`config.mk`:
```
export PLATFORM = sky130hd
export DESIGN_NAME = fb_readout
export DESIGN_NICKNAME = d
export VERILOG_FILES = /design/src/rtl/fb_readout_pkg.sv /design/src/rtl/fb_skid_fifo.sv /design/src/rtl/fb_readout.sv
export SDC_FILE = /design/constraint.sdc
export NUM_CORES = 1
export LEC_CHECK = 0
export ABC_AREA = 1
export ABC_CLOCK_PERIOD_IN_PS = 6200
export CAP_MARGIN = 20
export CORE_MARGIN = 2
export CORE_UTILIZATION = 68
export CTS_CLUSTER_DIAMETER = 50
export CTS_CLUSTER_SIZE = 16
export DETAILED_ROUTE_END_ITERATION = 10
export DONT_BUFFER_PORTS = 1
export GPL_TIMING_DRIVEN = 1
export PLACE_DENSITY = 0.87
export SLEW_MARGIN = 20
export SYNTH_ARGS = -nofsm -noshare
export SYNTH_HDL_FRONTEND = slang
export SYNTH_SLANG_ARGS = --single-unit
```
`constraint.sdc`:
```
create_clock -name clk -period 6.2 [get_ports clk]
set_input_delay 1.55 -clock clk [delete_from_list [all_inputs] [get_ports clk]]
set_output_delay 1.55 -clock clk [all_outputs]
set_load 0.02 [all_outputs]
```
`src/rtl/fb_readout_pkg.sv`:
```
// fb_readout_pkg: shared types for the frame-buffer readout path.
// Provides the 24-bit pixel type, the readout FSM state encoding
// (plain localparam constants so older tools can consume them), the
// default frame geometry, and the RGB565 packing helper.
package fb_readout_pkg;

  localparam int DEF_WIDTH  = 4;
  localparam int DEF_HEIGHT = 3;

  typedef struct packed {
    logic [7:0] r;
    logic [7:0] g;
    logic [7:0] b;
  } color_t;

  typedef logic [1:0] fb_rd_state_t;

  localparam fb_rd_state_t ST_IDLE  = 2'd0;
  localparam fb_rd_state_t ST_RUN   = 2'd1;
  localparam fb_rd_state_t ST_DRAIN = 2'd2;
  localparam fb_rd_state_t ST_DONE  = 2'd3;

  function automatic logic [15:0] to_rgb565(input color_t c);
    return {c.r[7:3], c.g[7:2], c.b[7:3]};
  endfunction

endpackage

```
`src/rtl/fb_skid_fifo.sv`:
```
// fb_skid_fifo: small circular FIFO of color_t entries.
// Ports:
//   clk, n_rst          clock, async active-low reset (empties the FIFO)
//   push, push_data     write one entry at the tail
//   pop, pop_two        remove one entry, or two when pop_two is also set
//   head, head_next     the oldest and second-oldest entries
//   count               current number of entries
// The caller guarantees it never pushes into a full FIFO and never pops
// more entries than count holds.
module fb_skid_fifo
  import fb_readout_pkg::*;
#(
  parameter int DEPTH = 3
)(
  input  logic                         clk,
  input  logic                         n_rst,
  input  logic                         push,
  input  color_t                       push_data,
  input  logic                         pop,
  input  logic                         pop_two,
  output color_t                       head,
  output color_t                       head_next,
  output logic [$clog2(DEPTH+1)-1:0]   count
);

  localparam int CW = $clog2(DEPTH + 1);
  localparam int PW = (DEPTH > 1) ? $clog2(DEPTH) : 1;

  color_t        store [DEPTH];
  logic [PW-1:0] rd_ptr;
  logic [PW-1:0] wr_ptr;
  logic [CW-1:0] pop_num;

  // Pointer wrap for a depth that need not be a power of two.
  function automatic logic [PW-1:0] advance(input logic [PW-1:0] p, input int n);
    int t;
    t = int'(p) + n;
    if (t >= DEPTH) t = t - DEPTH;
    return PW'(t);
  endfunction

  assign pop_num   = !pop ? CW'(0) : (pop_two ? CW'(2) : CW'(1));
  assign head      = store[rd_ptr];
  assign head_next = store[advance(rd_ptr, 1)];

  always_ff @(posedge clk) begin
    if (push) store[wr_ptr] <= push_data;
  end

  always_ff @(posedge clk or negedge n_rst) begin
    if (!n_rst) begin
      rd_ptr <= '0;
      wr_ptr <= '0;
      count  <= '0;
    end else begin
      if (push) wr_ptr <= advance(wr_ptr, 1);
      if (pop)  rd_ptr <= advance(rd_ptr, int'(pop_num));
      count <= count + CW'(push) - pop_num;
    end
  end

endmodule

```
`src/rtl/fb_readout.sv`:
```
// fb_readout: walks a rectangular window of the frame buffer in raster
// order, issues pipelined reads and streams pixels to the host as 32-bit
// words under a valid/ready handshake.
// Ports:
//   clk, n_rst                 clock, async active-low reset
//   start                      launch pulse, accepted only in IDLE
//   x0, x1, y0, y1             inclusive window bounds (x1/y1 clamped)
//   mode                       0: {8'h00,r,g,b} per word; 1: two RGB565 pixels
//   mem_re, mem_addr           read strobe and address y*WIDTH+x
//   mem_rdata                  read data, READ_LAT cycles after mem_re
//   data_valid, ready_for_data, data_out   host stream
//   busy                       high in RUN and DRAIN
//   transfer_done              one-cycle pulse (DONE state)
module fb_readout
  import fb_readout_pkg::*;
#(
  parameter int WIDTH      = DEF_WIDTH,
  parameter int HEIGHT     = DEF_HEIGHT,
  parameter int ADDR_W     = $clog2(WIDTH * HEIGHT),
  parameter int READ_LAT   = 1,
  parameter int FIFO_DEPTH = READ_LAT + 2,
  localparam int XW        = (WIDTH > 1) ? $clog2(WIDTH) : 1,
  localparam int YW        = (HEIGHT > 1) ? $clog2(HEIGHT) : 1
)(
  input  logic              clk,
  input  logic              n_rst,
  input  logic              start,
  input  logic [XW-1:0]     x0,
  input  logic [XW-1:0]     x1,
  input  logic [YW-1:0]     y0,
  input  logic [YW-1:0]     y1,
  input  logic              mode,
  output logic              mem_re,
  output logic [ADDR_W-1:0] mem_addr,
  input  color_t            mem_rdata,
  output logic              data_valid,
  input  logic              ready_for_data,
  output logic [31:0]       data_out,
  output logic              busy,
  output logic              transfer_done
);

  localparam int CW = $clog2(FIFO_DEPTH + 1);

  fb_rd_state_t        state;
  logic [XW-1:0]       x0_l, x1_l, x_cnt, x1_c;
  logic [YW-1:0]       y1_l, y_cnt, y1_c;
  logic                mode_l;
  logic [ADDR_W-1:0]   row_base;
  logic [READ_LAT-1:0] vld_pipe;
  logic [CW-1:0]       fifo_count;
  color_t              head, head_next;
  logic [7:0]          inflight, pop_num;
  logic                win_empty, active, pair_full, drained;
  logic                beat, pop_two, credit, last_addr;

  assign x1_c      = (x1 > XW'(WIDTH - 1))  ? XW'(WIDTH - 1)  : x1;
  assign y1_c      = (y1 > YW'(HEIGHT - 1)) ? YW'(HEIGHT - 1) : y1;
  assign win_empty = (x0 > x1_c) || (y0 > y1_c);

  // Reads issued whose data has not yet been pushed into the FIFO,
  // including the one landing on mem_rdata this cycle.
  always_comb begin
    inflight = '0;
    for (int i = 0; i < READ_LAT; i++) inflight = inflight + 8'(vld_pipe[i]);
  end

  assign active    = (state == ST_RUN) || (state == ST_DRAIN);
  assign pair_full = fifo_count >= CW'(2);
  assign drained   = (state == ST_DRAIN) && (inflight == 8'd0);

  // In mode 1 a lone pixel is only emitted once every read has returned,
  // which means it is the odd final pixel of the window.
  always_comb begin
    data_valid = 1'b0;
    if (active) begin
      if (!mode_l) data_valid = (fifo_count != '0);
      else         data_valid = pair_full || ((fifo_count == CW'(1)) && drained);
    end
  end

  always_comb begin
    data_out = 32'h0;
    if (data_valid) begin
      if (!mode_l) data_out = {8'h00, head};
      else         data_out = {pair_full ? to_rgb565(head_next) : 16'h0, to_rgb565(head)};
    end
  end

  assign beat    = data_valid && ready_for_data;
  assign pop_two = mode_l && pair_full;
  assign pop_num = !beat ? 8'd0 : (pop_two ? 8'd2 : 8'd1);

  // Credit check: slots freed by this cycle's pop are reusable because a
  // read issued now lands at least one edge later. This keeps mode 1 at
  // one read per cycle without ever overfilling the FIFO.
  assign credit    = (8'(fifo_count) + inflight - pop_num) < 8'(FIFO_DEPTH);
  assign mem_re    = (state == ST_RUN) && credit;
  assign mem_addr  = row_base + ADDR_W'(x_cnt);
  assign last_addr = (x_cnt == x1_l) && (y_cnt == y1_l);

  assign busy          = active;
  assign transfer_done = (state == ST_DONE);

  fb_skid_fifo #(.DEPTH(FIFO_DEPTH)) u_fifo (
    .clk       (clk),
    .n_rst     (n_rst),
    .push      (vld_pipe[READ_LAT-1]),
    .push_data (mem_rdata),
    .pop       (beat),
    .pop_two   (pop_two),
    .head      (head),
    .head_next (head_next),
    .count     (fifo_count)
  );

  // Read-valid pipeline; cleared by reset so late data after an abort is
  // never pushed.
  always_ff @(posedge clk or negedge n_rst) begin
    if (!n_rst) begin
      vld_pipe <= '0;
    end else begin
      vld_pipe[0] <= mem_re;
      for (int i = 1; i < READ_LAT; i++) vld_pipe[i] <= vld_pipe[i-1];
    end
  end

  // FSM and address walker. The starting row base is a constant-coefficient
  // product; per-pixel addresses only ever add WIDTH or step x.
  always_ff @(posedge clk or negedge n_rst) begin
    if (!n_rst) begin
      state    <= ST_IDLE;
      x0_l     <= '0;
      x1_l     <= '0;
      y1_l     <= '0;
      mode_l   <= 1'b0;
      x_cnt    <= '0;
      y_cnt    <= '0;
      row_base <= '0;
    end else begin
      case (state)
        ST_IDLE: begin
          if (start) begin
            x0_l     <= x0;
            x1_l     <= x1_c;
            y1_l     <= y1_c;
            mode_l   <= mode;
            x_cnt    <= x0;
            y_cnt    <= y0;
            row_base <= ADDR_W'(y0 * WIDTH);
            state    <= win_empty ? ST_DONE : ST_RUN;
          end
        end
        ST_RUN: begin
          if (mem_re) begin
            if (last_addr) begin
              state <= ST_DRAIN;
            end else if (x_cnt == x1_l) begin
              x_cnt    <= x0_l;
              y_cnt    <= y_cnt + YW'(1);
              row_base <= row_base + ADDR_W'(WIDTH);
            end else begin
              x_cnt <= x_cnt + XW'(1);
            end
          end
        end
        ST_DRAIN: begin
          // Leave once nothing is in flight and this cycle's beat (if any)
          // takes everything left in the FIFO.
          if ((inflight == 8'd0) && (8'(fifo_count) == pop_num)) state <= ST_DONE;
        end
        default: state <= ST_IDLE;
      endcase
    end
  end

endmodule
```
==> results of run 1 <==
final cells by class:
type,instances,area share
Inverter,65,0.0479
Sequential cell,94,0.533
Clock inverter,6,0.00885
Timing Repair Buffer,4,0.00590
Multi-Input combinational cell,333,0.356
Clock buffer,10,0.0251
Tap cell,96,0.0236
stage by stage:
stage	power (mW)	util	area, um^2	cells	setup WS, ns
4_1_cts	2.68	0.741	5090	608	0.633
3_5_place_dp	2.32	0.716	4920	592	1.07
6_report	2.70	0.741	5090	608	0.633
5_1_grt	2.89	0.741	5090	608	0.351
2_1_floorplan	2.05	-	4870	517	1.40
3_3_place_gp	2.26	0.716	4920	592	1.26
report_power, final:
group / switching (mW) / internal [mW] / total [mW]
combinational: 1.03 / 0.386 / 1.41
clock: 0.208 / 0.149 / 0.357
sequential: 0.137 / 0.796 / 0.932
registers in the layout (all words and copies together) (netlist names), 2 cells and up:
name and flops:
x_cnt 2, u_fifo.wr_ptr 2, u_fifo.rd_ptr 2, state 2, x0_l 2, row_base 2
u_fifo.count 2, y_cnt 2, u_fifo.store 72, y1_l 2, x1_l 2
per-layer routing:
metal	GRT usage	up-vias	wire length, um
li1	-	1733	-
met2	0.454	206	5080
met5	0	-	0
met3	0.0756	25	1130
met1	0.374	1727	4290
met4	0.110	0	253
logic make-up (layout without fill, tap and decap cells):
family	count (synthesis)	after routing	synth area share
compound gates	155	155	0.175
xor+xnor	8	8	0.0144
fa+ha+maj	15	15	0.0432
buf+inv	90	85	0.0730
flops	94	94	0.557
simple gates	155	155	0.137
layout by cell type, fill, tap and decap left out, types with 2 or more instances in the layout:
cell type / count
nand2_1: 77
edfxtp_1: 72
o21ai_0: 59
inv_1: 56
a21oi_1: 52
nor2_1: 51
dfrtp_1: 22
o21ai_1: 18
a211oi_1: 15
ha_1: 12
nand3_1: 9
clkbuf_8: 9
inv_2: 7
nand2_2: 7
o211ai_1: 6
xnor2_1: 5
nor2_2: 4
buf_4: 4
o21ai_2: 3
xor2_1: 3
fa_1: 3
clkinv_1: 2
nand4_4: 2
clkinv_2: 2
inv_6: 2
clkinv_4: 2
worst register-to-register path: stages, from the launching register on:
cell	delay [ns]
dfrtp_1	0.43
inv_1	0.09
ha_1	0.46
clkinv_1	0.20
a21oi_4	0.14
buf_4	0.29
inv_2	0.17
nor2_2	0.19
nand2_1	0.17
ha_1	0.36
fa_1	0.50
a21oi_1	0.19
nand3b_1	0.12
nand2_1	0.07
o21ai_0	0.12
inv_1	0.19
nand2_2	0.13
nand2_1	0.08
o21ai_1	0.06
path summary, 6_finish.rpt:
check | slack, ns | start | endpoint | cells past startpoint
hold reg to reg | 0.50 | x0_l[0] | x0_l[0] | 2
setup reg to reg | 2.14 | state[1] | y_cnt[1] | 18
max in group asynchronous | 5.23 | n_rst | x_cnt[0] | 0
hold / removal | 0.50 | x0_l[0] | x0_l[0] | 2
min in group asynchronous | 0.89 | n_rst | u_fifo.wr_ptr[0] | 0
setup / recovery | 0.63 | state[1] | mem_re | 13
==> impl_metrics.csv, run 1 <==
group,metric,value,unit
drt,drt_iter0_markers,399,
sta,drv_slew,0,
setup_path,cp_cell_sequence,"inv_1 > ha_1 > clkinv_1 > a21oi_4 > buf_4 > inv_2 > nor2_2 > nand2_1 > ha_1 > fa_1 > a21oi_1 > nand3b_1 > nor2_1",
yosys,synthesis.area,0.00487,mm^2
sta,rsz0062_at_grt,"false",
sta,tightest_slew,0.997,ns
floorplan,std_cell_rows,30,
sta,achievable-frequency,0.180,GHz
run,cap_viol_max_count,0,
floorplan,initial_utilization,0.709,
final_layout,area_growth,4.55,%
yosys,syn_avg_cell_area,9.41,um^2
floorplan,die_h,88.6,um
clocking,postCtsSetupRepairBufs,0,
place,port_buffers,0,
setup_path,path_max_fanout,20,
setup_path,worst-setup-path-type,"reg -> out",
setup_path,crit_arrival,4.02,ns
sta,tns,0,ns
setup_path,worst_path_most_repeated_cell,"ha_1",
sta,slew_headroom,0.335,
setup_path,cp_slowest_cell,"fa_1",
min_path,worst_hold_path_type,"reg -> reg",
clocking,clockBufferDepth,2,
setup_path,slowest_delay,0.50,ns
clocking,cts-root-buf,"clkbuf_8",
drt,wirelength,10700,um
clocking,htreeDepth,3,
drt,drt.antenna.violating_nets,0,
setup_path,crit_required,4.65,ns
clocking,clock_latency,0.34,ns
yosys,synth_top_area_cell,"edfxtp_1",
sta,period_needed,5.57,ns
yosys,synth_nets,569,
drt,drc,0,
power_and_ir_drop,power.density,531,mW/mm^2
final_layout,seqCellArea,0.00271,mm^2
final_layout,multi_input_area,0.00181,mm^2
yosys,synth_area_leaders,"edfxtp_1 44%, dfrtp_1 11%, o21ai_0 6.1%",
yosys,synth_edf_count,72,
yosys,yosysMostFrequentCell,"nand2_1",
drt,vias_per_cell,6.07,
yosys,synthFlopType,"edfxtp_1",
drt,num_vias,3691,
power_and_ir_drop,max-vdd-ir-drop,0.000276,V
clocking,cts_resized,0,
place,dp.final_hpwl,7290,um
drt,firstDrtPassIters,5,
final_layout,diodes,0,
floorplan,core_area,0.00687,mm^2
yosys,yosysWarnings,0,
floorplan,fp.dieW,88.6,um
grt,grt_usage,0.283,
setup_path,crit_family,"adder cells",
final_layout,final_nets,559,
sta,final-hold-violation-count,0,
setup_path,cp-start-kind,"register",
grt,antenna_found_initial,0,
setup_path,endpoint_kind,"primary output",
sta,min_period_over_period,0.898,
grt,grt_pass1_vias,3579,
grt,grt_pass1_wl,16700,um
power_and_ir_drop,power_leakage,2.05,nW
clocking,numCtsBuffers,9,
yosys,synth_cell_types,32,
yosys,synth-seq-cells,94,
clocking,tritoncts,"yes",
grt,overflow,0,
sta,whs,0.500,ns
final_layout,fillCellCount,487,
clocking,cts.sink_count,94,
floorplan,io_pins,77,
yosys,yosysSeqAreaShare,0.557,
clocking,cts_hold_buf,0,
yosys,synthCells,517,
status,status,"finished clean",
yosys,synth_common_cells,"77 x nand2_1, 72 x edfxtp_1, 59 x o21ai_0",
sta,clock_skew,0.0118,ns
floorplan,die_area,0.00785,mm^2
grt,grt_max_degree,42,
clocking,path_clk_slew,0.09,ns
place,gp_congestion,0.886,
yosys,synth_top_area_frac,0.444,
yosys,ys_async_sr_fraction,0.234,
final_layout,drive_gt1_frac,0.0879,
drt,routedWlPerCell,17.7,um
setup_path,crit_buf_inv,4,
sta,setup_viol,0,
(Power assumes the default switching activity.)
==> run 2, diff against run 1 <==
- CORE_UTILIZATION: 68 -> 69
- GPL_ROUTABILITY_DRIVEN: unset -> 0
- PLACE_DENSITY: 0.87 -> 0.88
- SYNTH_HIERARCHICAL: unset -> 1
==> run 2 against run 1 <==
  * Sequential share of layout area fell by 4.6 points
  * Critical path depth fell by 2
  * Combinational power barely moved
  * Largest cell class unchanged
  * Design area rose by 9.5%
  * Critical endpoint unchanged
  * Routed wire length rose by 6.0%
  * Fmax rose by 5.9%
  * Via count rose by 13%
  * Core utilization fell by 1.2 points
  * Final cell count rose by 22%
  * Count of clock-buffer cells in the layout fell by 1
==> impl_metrics.csv, run 2 <==
group,metric,value,unit
power_and_ir_drop,power.density,488,mW/mm^2
clocking,numCtsBuffers,9,
clocking,path_clk_slew,0.10,ns
status,status,"finished clean",
drt,met3WireLength,1050,um
power_and_ir_drop,max-vdd-ir-drop,0.000231,V
final_layout,final_nets,693,
drt,vias_per_cell,5.59,
grt,grt_pass1_vias,3897,
drt,wl_met1,4580,um
drt,dr.max_layer_used,"met4",
power_and_ir_drop,power_leakage,2.59,nW
grt,grt_usage,0.276,
drt,num_vias,4155,
final_layout,diodes,0,
drt,firstDrtPassIters,5,
place,place_ws,1.08,ns
sta,rsz0062_at_grt,"false",
setup_path,path_max_fanout,27,
clocking,cts.sink_count,94,
sta,final-hold-violation-count,0,
sta,fin_ws,0.945,ns
place,port_buffers,0,
final_layout,largest_reg_flops,72,
min_path,worst_hold_path_type,"reg -> reg",
final_layout,regMostFlops,"u_fifo/store",
run,cap_viol_max_count,0,
floorplan,fp.dieW,92.3,um
grt,antenna_found_initial,0,
clocking,postCtsSetupRepairBufs,0,
final_layout,area_growth,3.44,%
setup_path,endpoint_kind,"primary output",
drt,drt.antenna.violating_nets,0,
setup_path,crit_required,4.65,ns
yosys,synthesis.area,0.00539,mm^2
floorplan,core_area,0.00765,mm^2
clocking,cts_resized,0,
sta,clock_skew,0.00702,ns
floorplan,io_pins,77,
sta,drv_slew,0,
drt,drt_iter0_markers,423,
floorplan,initial_utilization,0.704,
sta,tns,0,ns
clocking,htreeDepth,3,
sta,min_period_over_period,0.848,
grt,grt_max_degree,51,
final_layout,final_cell_mix,"208 x nand2_1, 104 x inv_1, 85 x o21ai_0",
power_and_ir_drop,total_power,2.72,mW
setup_path,worst-setup-path-type,"reg -> out",
sta,whs,0.492,ns
place,post_dp_cell_area,0.00538,mm^2
yosys,yosysWarnings,6,
floorplan,die_area,0.00853,mm^2
drt,wl_met2,5410,um
clocking,tritoncts,"yes",
setup_path,cp-start-kind,"register",
clocking,cts_hold_buf,0,
yosys,synthCells,650,
sta,tightest_slew,0.956,ns
final_layout,drive_gt1_frac,0.0702,
clocking,cts-root-buf,"clkbuf_8",
sta,setup_viol,0,
drt,drc,0,
floorplan,std_cell_rows,32,
setup_path,crit_arrival,3.70,ns
sta,slew_headroom,0.363,
drt,wirelength,11400,um
sta,achievable-frequency,0.190,GHz
place,dp.final_hpwl,7900,um
final_layout,final_area,0.00557,mm^2
clocking,clock_latency,0.36,ns
sta,period_needed,5.25,ns
clocking,clockBufferDepth,2,
floorplan,die_h,92.3,um
final_layout,final_common_cell,"nand2_1",
grt,overflow,0,
drt,routedWlPerCell,15.3,um
yosys,syn_avg_cell_area,8.28,um^2
grt,grt_pass1_wl,18300,um
yosys,synth_nets,707,
==> run 2: cell types whose count changed in the layout (fill, tap and decap cells not counted), moves of 5 or more <==
cell      previous run  this run
nor2_1              51        23
nand3_1              9        19
ha_1                12        17
a211oi_1            15         4
o21ai_0             59        85
o211ai_1             6         0
a21oi_1             52        18
nand2_1             77       208
inv_1               56       104
o21ai_1             18         8
==> run 2: critical path, stage by stage (launching register included) <==
cell and delay [ns]:
dfrtp_1 0.75, a21oi_2 0.15, o21ai_4 0.57, nor2_1 0.23, nand2_1 0.20, ha_1 0.30
fa_1 0.48, nand2_1 0.08, nand2_1 0.05, nor2_1 0.08, nand2_1 0.12, nor2_1 0.35
==> run 2: area by class of cell <==
| type | instances | area [um^2] |
|---|---|---|
| Clock inverter | 7 | 65.1 |
| Tap cell | 102 | 128 |
| Sequential cell | 94 | 2710 |
| Fill cell | 567 | 2080 |
| Clock buffer | 9 | 124 |
| Timing Repair Buffer | 5 | 37.5 |
| Multi-Input combinational cell | 417 | 2090 |
| Inverter | 109 | 409 |
==> run 2: worst paths after layout <==
path	startpoint	endpoint	slack, ns	cells after the start
max reg2reg	mode_l	row_base[3]	2.60	14
min	u_fifo/rd_ptr[1]	u_fifo/rd_ptr[1]	0.49	2
min reg2reg	u_fifo/rd_ptr[1]	u_fifo/rd_ptr[1]	0.49	2
max	mode_l	mem_re	0.95	11
max in group asynchronous	n_rst	state[1]	5.25	0
min in group asynchronous	n_rst	x0_l[0]	0.87	0
==> run 2: through the flow <==
step                cells   util
floorplan             650      -
global placement      727  0.704
detailed placement    727  0.704
CTS                   743  0.728
global route          743  0.728
finish                743  0.728
==> run 2: power breakdown <==
group	total (mW)	internal (mW)	switching, mW
Sequential	0.896	0.783	0.113
Combinational	1.43	0.401	1.03
Clock	0.389	0.156	0.234
Total	2.72	1.34	1.38
==> run 2: routing by layer <==
layer  vias up  track usage
met3        39       0.0659
met4         0        0.114
met5         -            0
met2       193        0.448
met1      1884        0.359
li1       2039            -
==> run 3, diff against run 2 <==
- ABC_AREA: 1 -> 0
- ABC_CLOCK_PERIOD_IN_PS: 6200 -> 4950
- CORE_UTILIZATION: 69 -> 64
- PLACE_DENSITY: 0.88 -> 0.83
- clock period: 6.2 -> 4.95 ns (I/O delays scaled with it)
==> run 3 against run 2 <==
  * Count of clock-buffer cells in the layout is the same
  * First-iteration DRC count shrank 49%
  * Synthesized cell count fell by 32%
  * Routed wire length down 12%
  * Via count down 22%
  * Die area is 1.2% higher
  * Core utilization fell by 4.3 points
  * Area after synthesis decreased by 6.0%
  * Critical path depth did not move
  * Hold slack gained 0.022 ns
  * Combinational power increased by 33%
  * Highest routed layer unchanged
==> impl_metrics.csv, run 3 <==
group,metric,value,unit
min_path,hold_end,"y1_l[1]",
floorplan,die_h,92.9,um
sta,tns,0,ns
setup_path,timing.rr.end,"state[1]",
power_and_ir_drop,power_frac_seq,0.323,
clocking,cts.sink_count,94,
final_layout,final_cells,543,
floorplan,die_area,0.00863,mm^2
sta,period_needed,4.60,ns
drt,vias_per_cell,6.00,
final_layout,final_cell_mix,"72 x edfxtp_1, 60 x mux2i_1, 51 x nand2_1",
setup_path,crit_arrival,3.36,ns
yosys,synth_nets,498,
power_and_ir_drop,power.density,669,mW/mm^2
final_layout,drive_gt1_frac,0.0930,
power_and_ir_drop,swShare,0.468,
clocking,clockBufferDepth,2,
place,placedCellCount,527,
drt,drc,0,
place,dp.final_hpwl,7240,um
sta,slew_headroom,0.546,
floorplan,io_pins,77,
sta,achievable-frequency,0.218,GHz
grt,grt_pass1_wl,15800,um
yosys,synthesis.area,0.00506,mm^2
clocking,clock_latency,0.36,ns
power_and_ir_drop,max-vdd-ir-drop,0.000381,V
clocking,cts-root-buf,"clkbuf_8",
final_layout,final_nets,493,
yosys,syn_avg_cell_area,11.5,um^2
status,status,"finished clean",
setup_path,path_max_fanout,6,
sta,final-hold-violation-count,0,
clocking,htreeDepth,3,
setup_path,worst-setup-path-type,"reg -> out",
final_layout,final_common_cell,"edfxtp_1",
clocking,path_clk_slew,0.09,ns
final_layout,final_util,0.685,
grt,antenna_found_initial,0,
grt,grt_max_degree,49,
power_and_ir_drop,p_comb_frac,0.540,
drt,num_vias,3260,
place,port_buffers,0,
drt,drt.antenna.violating_nets,0,
grt,overflow,0,
drt,firstDrtPassIters,5,
grt,grt_usage,0.246,
sta,drv_slew,0,
setup_path,cp-start-kind,"register",
sta,clock_skew,0.0103,ns
setup_path,worstReg2RegStart,"state[1]",
sta,tightest_slew,0.682,ns
clocking,cts_resized,0,
final_layout,largest_reg_flops,72,
drt,drt_iter0_markers,217,
final_layout,diodes,0,
final_layout,fillCellCount,600,
clocking,cts_hold_buf,0,
final_layout,area_growth,4.13,%
setup_path,endpoint_kind,"primary output",
clocking,tritoncts,"yes",
sta,whs,0.514,ns
setup_path,r2r_setup_slack,1.15,ns
min_path,worst_hold_path_type,"reg -> reg",
sta,setup_viol,0,
yosys,synthCells,441,
power_and_ir_drop,p_clk_frac,0.137,
yosys,yosysWarnings,6,
floorplan,initial_utilization,0.658,
power_and_ir_drop,switchingPower,1.65,mW
clocking,numCtsBuffers,9,
grt,grt_pass1_vias,3246,
drt,wirelength,10000,um
floorplan,core_area,0.00769,mm^2
clocking,postCtsSetupRepairBufs,0,
min_path,hp-start,"y1_l[1]",
power_and_ir_drop,power_leakage,2.04,nW
floorplan,std_cell_rows,32,
final_layout,regMostFlops,"u_fifo/store",
floorplan,fp.dieW,92.9,um
final_layout,multi_input_area,0.00210,mm^2
sta,min_period_over_period,0.928,
final_layout,seqCellArea,0.00271,mm^2
power_and_ir_drop,power.internal,1.87,mW
sta,rsz0062_at_grt,"false",
setup_path,crit_required,3.71,ns
setup_path,r2r_cells,13,
min_path,hold-path-cell-count,2,
drt,routedWlPerCell,18.5,um
run,cap_viol_max_count,0,
[run 3: cell count changes in the layout (fill, tap and decap cells not counted), sizes merged, moves of 13 or more]
cell,before,now
nand2,216,52
inv,112,23
mux2i,0,60
o21ai,94,47
nand3,21,4
nor2b,0,13
[run 3: stage by stage]
step	power (mW)	instance area [um^2]	setup slack, ns
finish	3.52	5270	0.354
global route	3.76	5270	0.117
global placement	2.99	5080	0.615
floorplan	2.76	5060	0.447
CTS	3.53	5270	0.318
detailed placement	3.05	5080	0.519
[run 3: critical path, cell delays in order (launching register included)]
cell and delay (ns):
dfrtp_1 0.41, inv_1 0.08, ha_1 0.46, o21ai_2 0.12
nor2_1 0.33, nand2_1 0.19, ha_1 0.34, fa_1 0.47
xor2_1 0.19, a21oi_2 0.09, nor3_1 0.13, buf_4 0.17
[run 3: power groups by stage]
stage               clock (mW)  sequential, mW  combinational [mW]
global route             0.523            1.16                2.07
floorplan                    0            1.11                1.64
CTS                      0.491            1.14                1.90
finish                   0.484            1.14                1.90
detailed placement           0            1.15                1.90
global placement             0            1.14                1.84
[run 3: worst max path at each step]
stage                              start     end
after floorplan           ready_for_data  mem_re
after global placement    ready_for_data  mem_re
after detailed placement  ready_for_data  mem_re
after CTS                       state[1]  mem_re
after global routing            state[0]  mem_re
final                           state[1]  mem_re
[run 3: cell type report]
type	instances	share of cell area
flip-flops and latches	94	0.515
inverters	18	0.0128
multi-input cells	303	0.398
clock inverters	7	0.0119
well taps	102	0.0242
repair buffers	10	0.0142
clock buffers	9	0.0235
[run 3: layer usage]
metal / share of wire / routed length [um] / track usage
met1: 0.40 / 4060 / 0.306
met2: 0.52 / 5180 / 0.407
met3: 0.064 / 641 / 0.0732
met4: 0.014 / 140 / 0.0907
met5: 0 / 0 / 0
